[src/rtl/cdb_arbiter_pkg.sv]
// Shared CPU definitions for the common data bus: ROB tag space, invalid tag and
// the queued result entry format.
package cdb_arbiter_pkg;

   localparam int ROB_SIZE = 16;
   localparam int TAG_W    = 6;
   localparam int DATA_W   = 32;

   localparam logic [TAG_W-1:0] INVALID_TAG = 6'b010000;

   typedef struct packed {
      logic [TAG_W-1:0]  tag;
      logic [DATA_W-1:0] data;
   } cdb_entry_t;

   localparam int ENTRY_W = $bits(cdb_entry_t);

   function automatic logic tag_ok(input logic [TAG_W-1:0] tag);
      return tag < TAG_W'(ROB_SIZE);
   endfunction

endpackage

[src/rtl/cdb_arbiter_fifo.sv]
// Per-producer result queue: circular buffer with occupancy count and
// synchronous flush.
module cdb_fifo import cdb_arbiter_pkg::*; #(
   parameter int DEPTH = 4,
   parameter int WIDTH = ENTRY_W
) (
   input  logic                    clk,
   input  logic                    rst,
   input  logic                    flush,
   input  logic                    push,
   input  logic                    pop,
   input  logic [WIDTH-1:0]        wdata,
   output logic [WIDTH-1:0]        rdata,
   output logic [$clog2(DEPTH):0]  count,
   output logic                    empty,
   output logic                    full
);

   localparam int AW = (DEPTH > 1) ? $clog2(DEPTH) : 1;
   localparam int CW = $clog2(DEPTH) + 1;
   typedef logic [CW-1:0] cnt_t;

   logic [WIDTH-1:0] mem [DEPTH];
   logic [AW-1:0]    wr_ptr;
   logic [AW-1:0]    rd_ptr;
   logic             do_push;
   logic             do_pop;

   function automatic logic [AW-1:0] ptr_inc(input logic [AW-1:0] p);
      return (p == AW'(DEPTH - 1)) ? '0 : p + 1'b1;
   endfunction

   assign empty   = (count == '0);
   assign full    = (count == cnt_t'(DEPTH));
   assign do_push = push && !full && !flush;
   assign do_pop  = pop && !empty && !flush;
   assign rdata   = mem[rd_ptr];

   always_ff @(posedge clk or posedge rst) begin
      if (rst) begin
         wr_ptr <= '0;
         rd_ptr <= '0;
         count  <= '0;
      end else if (flush) begin
         wr_ptr <= '0;
         rd_ptr <= '0;
         count  <= '0;
      end else begin
         if (do_push) wr_ptr <= ptr_inc(wr_ptr);
         if (do_pop)  rd_ptr <= ptr_inc(rd_ptr);
         if (do_push && !do_pop)      count <= count + 1'b1;
         else if (do_pop && !do_push) count <= count - 1'b1;
      end
   end

   // Storage needs no reset: occupancy is tracked by the pointers and count.
   always_ff @(posedge clk) begin
      if (do_push) mem[wr_ptr] <= wdata;
   end

endmodule

[src/rtl/cdb_arbiter.sv]
// Common data bus arbiter: per-producer result queues drained onto two
// registered broadcast channels by a round-robin, two-grant scan.
module cdb_arbiter import cdb_arbiter_pkg::*; #(
   parameter int NSRC       = 4,
   parameter int FIFO_DEPTH = 4
) (
   input  logic                     clk,
   input  logic                     rst,
   input  logic                     flush,
   input  logic [NSRC-1:0]          srcValid,
   output logic [NSRC-1:0]          srcReady,
   input  logic [NSRC*TAG_W-1:0]    srcRobNum,
   input  logic [NSRC*DATA_W-1:0]   srcData,
   output logic                     CDBisCast1,
   output logic                     CDBisCast2,
   output logic [TAG_W-1:0]         CDBrobNum1,
   output logic [TAG_W-1:0]         CDBrobNum2,
   output logic [DATA_W-1:0]        CDBdata1,
   output logic [DATA_W-1:0]        CDBdata2
);

   localparam int PW = (NSRC > 1) ? $clog2(NSRC) : 1;
   localparam int CW = $clog2(FIFO_DEPTH) + 1;

   cdb_entry_t       head [NSRC];
   logic [CW-1:0]    cnt  [NSRC];
   logic [NSRC-1:0]  empty;
   logic [NSRC-1:0]  full;
   logic [NSRC-1:0]  push;
   logic [NSRC-1:0]  pop;

   logic [PW-1:0]    rr_ptr;
   logic [PW-1:0]    scan_idx;
   logic             g1_vld, g2_vld;
   logic [PW-1:0]    g1_idx, g2_idx;

   function automatic logic [PW-1:0] inc_wrap(input logic [PW-1:0] i);
      return (int'(i) == NSRC - 1) ? '0 : i + 1'b1;
   endfunction

   for (genvar i = 0; i < NSRC; i++) begin : g_src
      cdb_entry_t wr_entry;

      assign wr_entry.tag  = srcRobNum[i*TAG_W +: TAG_W];
      assign wr_entry.data = srcData[i*DATA_W +: DATA_W];
      // Out-of-range tags are accepted but silently dropped.
      assign push[i]       = srcValid[i] && !full[i] && !flush && tag_ok(wr_entry.tag);
      assign srcReady[i]   = (cnt[i] < CW'(FIFO_DEPTH));

      cdb_fifo #(
         .DEPTH (FIFO_DEPTH),
         .WIDTH (ENTRY_W)
      ) u_cdb_fifo (
         .clk   (clk),
         .rst   (rst),
         .flush (flush),
         .push  (push[i]),
         .pop   (pop[i]),
         .wdata (wr_entry),
         .rdata (head[i]),
         .count (cnt[i]),
         .empty (empty[i]),
         .full  (full[i])
      );
   end

   always_comb begin
      g1_vld   = 1'b0;
      g2_vld   = 1'b0;
      g1_idx   = '0;
      g2_idx   = '0;
      scan_idx = '0;
      for (int k = 0; k < NSRC; k++) begin
         scan_idx = PW'((int'(rr_ptr) + k) % NSRC);
         if (!empty[scan_idx]) begin
            if (!g1_vld) begin
               g1_vld = 1'b1;
               g1_idx = scan_idx;
            end else if (!g2_vld) begin
               g2_vld = 1'b1;
               g2_idx = scan_idx;
            end
         end
      end
   end

   always_comb begin
      pop = '0;
      if (g1_vld) pop[g1_idx] = 1'b1;
      if (g2_vld) pop[g2_idx] = 1'b1;
   end

   always_ff @(posedge clk or posedge rst) begin
      if (rst) begin
         rr_ptr     <= '0;
         CDBisCast1 <= 1'b0;
         CDBisCast2 <= 1'b0;
         CDBrobNum1 <= INVALID_TAG;
         CDBrobNum2 <= INVALID_TAG;
         CDBdata1   <= '0;
         CDBdata2   <= '0;
      end else if (flush) begin
         rr_ptr     <= '0;
         CDBisCast1 <= 1'b0;
         CDBisCast2 <= 1'b0;
         CDBrobNum1 <= INVALID_TAG;
         CDBrobNum2 <= INVALID_TAG;
         CDBdata1   <= '0;
         CDBdata2   <= '0;
      end else begin
         if (g2_vld)      rr_ptr <= inc_wrap(g2_idx);
         else if (g1_vld) rr_ptr <= inc_wrap(g1_idx);
         CDBisCast1 <= g1_vld;
         CDBisCast2 <= g2_vld;
         CDBrobNum1 <= g1_vld ? head[g1_idx].tag  : INVALID_TAG;
         CDBrobNum2 <= g2_vld ? head[g2_idx].tag  : INVALID_TAG;
         CDBdata1   <= g1_vld ? head[g1_idx].data : '0;
         CDBdata2   <= g2_vld ? head[g2_idx].data : '0;
      end
   end

endmodule
[config.mk]
export PLATFORM = sky130hd
export DESIGN_NAME = cdb_arbiter
export DESIGN_NICKNAME = d
export VERILOG_FILES = /design/src/rtl/cdb_arbiter_pkg.sv /design/src/rtl/cdb_arbiter_fifo.sv /design/src/rtl/cdb_arbiter.sv
export SDC_FILE = /design/constraint.sdc
export NUM_CORES = 1
export LEC_CHECK = 0
export CAP_MARGIN = 0
export CORE_MARGIN = 8
export CORE_UTILIZATION = 60
export CTS_CLUSTER_SIZE = 14
export DETAILED_ROUTE_END_ITERATION = 12
export HOLD_SLACK_MARGIN = 0.02
export PLACE_DENSITY = 0.82
export SYNTH_ARGS = -nofsm -noshare
export SYNTH_HDL_FRONTEND = slang
export SYNTH_HIERARCHICAL = 1
export SYNTH_SLANG_ARGS = --single-unit
[constraint.sdc]
create_clock -name clk -period 8.02 [get_ports clk]
set_input_delay 1.203 -clock clk [delete_from_list [all_inputs] [get_ports clk]]
set_output_delay 1.203 -clock clk [all_outputs]
set_load 0.05 [all_outputs]
==> impl_results.md <==
* Outcome: finished, final reports clean
* Area of the multi-input gates at 8303 um2
* Critical Path Source Type: flip-flop
* Pin count of the biggest net entering global routing at 79
* Worst-path fanout max at 39
* Number of synthesized flops with an enable pin at about 610
* Area growth syn-to-layout at 17.58%
* Clock Latency Late Sink at approximately 0.6 ns
* Hold WC Path Type: reg2reg
* Resized cells post-CTS at 0
* Commonest non-fill, non-tap cell in the layout: edfxtp_1
* Syn Std Cell Area at 29980 um2
* ANT nets after route at 0
* Sinks on Clock Net at 716
* Critical path class: reg2reg
* Initial Util at between 60% and 70%
* Slowest cell on crit path: or4_4
* Slowest stage delay, CP at 0.79 ns
* # port buffers at 240
* Slew Viols, Final at 0
* Post-synthesis compound-gate area fraction at a little over 6%
* Post-synthesis mux area share at about 15%
* Main flop type after synthesis: edfxtp_1
* Crit end category: flip-flop
* Leakage at around 12 nW
* First-pass GRT wire length at 106.0 mm
* Wirelength, routed at about 71 mm
* Worst-Margin Slew at 1.129 ns
* Ratio of final minimum period to clock period at 77.17%
* Commonest cells after routing, fill and taps aside: 608 x edfxtp_1, 239 x clkdlybuf4s50_1, 157 x mux4_2
* Main combinational cell family by area after synthesis: multiplexers
* Post-CTS setup buffers at 0
* Initial antenna violation count at 15
* Core Footprint at 49760 um2
* Total chip power at ~7.6 mW
* Final design utilization at 70.85%
* Cts hold-fix bufs at 0
* FF/Latch Area at 20970 um2
* Critical Path AT at ~6.7 ns
* Crit path time final at 6.189 ns
* Num ports at 241
* Total CTS buffers at 71
* CTS tree: done
* Seq/Total Area, Yosys at 69.91%
* Ys async rst share at 15.08%
* Critical-path cell list: clkinv_1, and3_1, a31oi_1, inv_1, ha_1, mux2i_1, a21oi_1, or4_4, and2_2, inv_2, ha_1, maj3_1, o22ai_1, a21oi_1, o31ai_2, nand3_1, inv_1, fa_1, a311oi_1, o21ai_0, a221oi_1
* Clock root buffer: clkbuf_16
* RSZ-0062 raised after global routing: no
* Std-Cell Rows at 82
* # fillers at 3069
* Synth Area in XOR/XNOR at 0.1461%
* Crit path required time at 8.49 ns
* Syn avg cell area at 18.17 um2
* Setup TNS at 0 ns
* Vias in the first global route at 16740
* Routed vias at 16700
* PwrDens at 215.8 nW/um2
* Synth Net Count at 1843
* Max VDD drop at 0.1797 mV
* Final setup viols at 0
* H-tree levels at 3
* Synth warn at 6
* Max Root-Sink Buffers at 3
* Slew Limit Headroom at 24.75%
* Fmax at between 150 and 200 MHz
* Post-Synth Simple-Gate Area at under 10%
* Final hold vios at 0
* GRT Residual Overflow at 0
* Total track usage at between 20% and 30%
* Drt drc at 0
* Layout cell share with drive strength beyond 1 at 22.77%
* Die area at 57380 um2
* Mapped Cells at 1650
* Final HPWL DP at 46.86 mm
* Clock skew at 0.02147 ns
* Die X-Extent at 239.5 um
* Fin nets at 2069
* Total iterations of the first detailed-routing run at 5
* Clock slew at reported path FFs at ~0.07 ns
* DRT iter0 DRCs at around 1800
* Max Cap Viol at 0
* #FFs+latches synth at 716
* Post-synthesis cell type count at 61
* Synth Area in Adders at 1.686%
* Via density at 6.379
* Placer Congestion at approximately 0.87
* Chip height at 239.5 um
* Drt wl/cell at 27.31 um
## synthesized netlist by cell type, drive strengths merged, types with 4 or more instances
cell,count,area share [%]
a21boi,5,0.13
xor2,4,0.12
nand3,54,0.90
nor3,13,0.22
and3,56,1.2
edfxtp,608,61
buf,60,1.3
o21ba,4,0.13
fa,4,0.27
a21oi,23,0.38
a21o,6,0.15
mux4,157,12
a211oi,45,1.7
nand2b,10,0.21
a31oi,38,0.79
a311oi,5,0.15
mux2i,50,1.7
mux2,37,1.4
nor4,4,0.083
o22ai,4,0.083
maj3,5,0.17
nand2,93,1.2
and2,6,0.13
nor2,22,0.28
o31ai,6,0.22
a221oi,42,1.6
or3b,5,0.15
o21ai,17,0.33
clkbuf,58,0.73
nor2b,4,0.083
inv,42,0.53
dfrtp,106,8.8
ha,30,1.3
## power by group
part | internal [mW] | switching (mW) | total, mW
clock | 1.90 | 1.37 | 3.27
combinational | 0.116 | 0.155 | 0.272
sequential | 4.06 | 0.00813 | 4.06
## worst max-delay path, delay by kind of cell (launching register included)
kind / cells / cell delay [ns]
compound gates: 8 / 2.00
fa+ha+maj: 4 / 1.14
buf+inv: 4 / 0.61
flops: 1 / 0.64
mux: 1 / 0.16
simple gates: 4 / 1.53
## logic make-up (layout without fill, tap and decap cells)
kind of cell	Yosys count	in the layout
multiplexers	244	244
other	0	14
AO/OA/AOI/OAI	206	206
flip-flops	716	716
buffers and inverters	162	444
adder cells (fa/ha/maj)	39	39
AND/OR/NAND/NOR	278	278
XOR/XNOR	5	5
## worst paths after layout
| path | start | depth (start not counted) | slack (ns) | end |
|---|---|---|---|---|
| hold reg to reg | g_src[3].u_cdb_fifo/rd_ptr[0]$_DFFE_PP0P_ | 2 | 0.58 | g_src[3].u_cdb_fifo/rd_ptr[0]$_DFFE_PP0P_ |
| setup reg to reg | rr_ptr[0]$_DFFE_PP0P_ | 21 | 1.83 | g_src[2].u_cdb_fifo/count[1]$_DFFE_PP0P_ |
| hold / removal | g_src[3].u_cdb_fifo/rd_ptr[0]$_DFFE_PP0P_ | 2 | 0.58 | g_src[3].u_cdb_fifo/rd_ptr[0]$_DFFE_PP0P_ |
| min in group asynchronous | rst | 2 | 1.08 | CDBdata2[29]$_DFF_PP0_ |
| max in group asynchronous | rst | 3 | 5.69 | CDBdata1[16]$_DFF_PP0_ |
| setup / recovery | rr_ptr[0]$_DFFE_PP0P_ | 21 | 1.83 | g_src[2].u_cdb_fifo/count[1]$_DFFE_PP0P_ |
## routing by layer
| metal | vias to the layer above | wire [um] | track usage, % |
|---|---|---|---|
| met4 | 10 | 2188 | 9.081 |
| met3 | 137 | 7606 | 7.075 |
| met5 | - | 64 | 0 |
| li1 | 7114 | - | - |
| met2 | 838 | 33270 | 37.45 |
| met1 | 8602 | 28360 | 35.15 |
## per-stage QoR
step	std cells	setup WS (ns)	hold WS (ns)	cell area, um2
2_1_floorplan	1650	2.549	0.5364	29980
3_3_place_gp	2475	2.290	0.5347	32910
3_5_place_dp	2475	1.946	0.5648	32910
4_1_cts	2604	1.911	0.5703	35220
5_1_grt	2610	1.477	0.6242	35240
6_report	2618	1.831	0.5793	35260
## final cells by class
class / instances / area share, %
diodes: 14 / 0.09937
well taps: 672 / 2.385
flip-flops and latches: 716 / 59.47
clock inverters: 33 / 0.8482
inverters: 44 / 0.4720
multi-input cells: 772 / 23.55
clock buffers: 96 / 5.714
repair buffers: 271 / 7.460
## flip-flops by register name, summed over array words and instances (netlist names)
signal / flops
rr_ptr: 2
g_src.u_cdb_fifo/mem: 608
CDBrobNum1: 6
g_src.u_cdb_fifo/rd_ptr: 8
CDBdata1: 32
CDBisCast2: 1
CDBisCast1: 1
CDBrobNum2: 6
CDBdata2: 32
g_src.u_cdb_fifo/count: 12
g_src.u_cdb_fifo/wr_ptr: 8
Power figures use the tool's default switching activity.
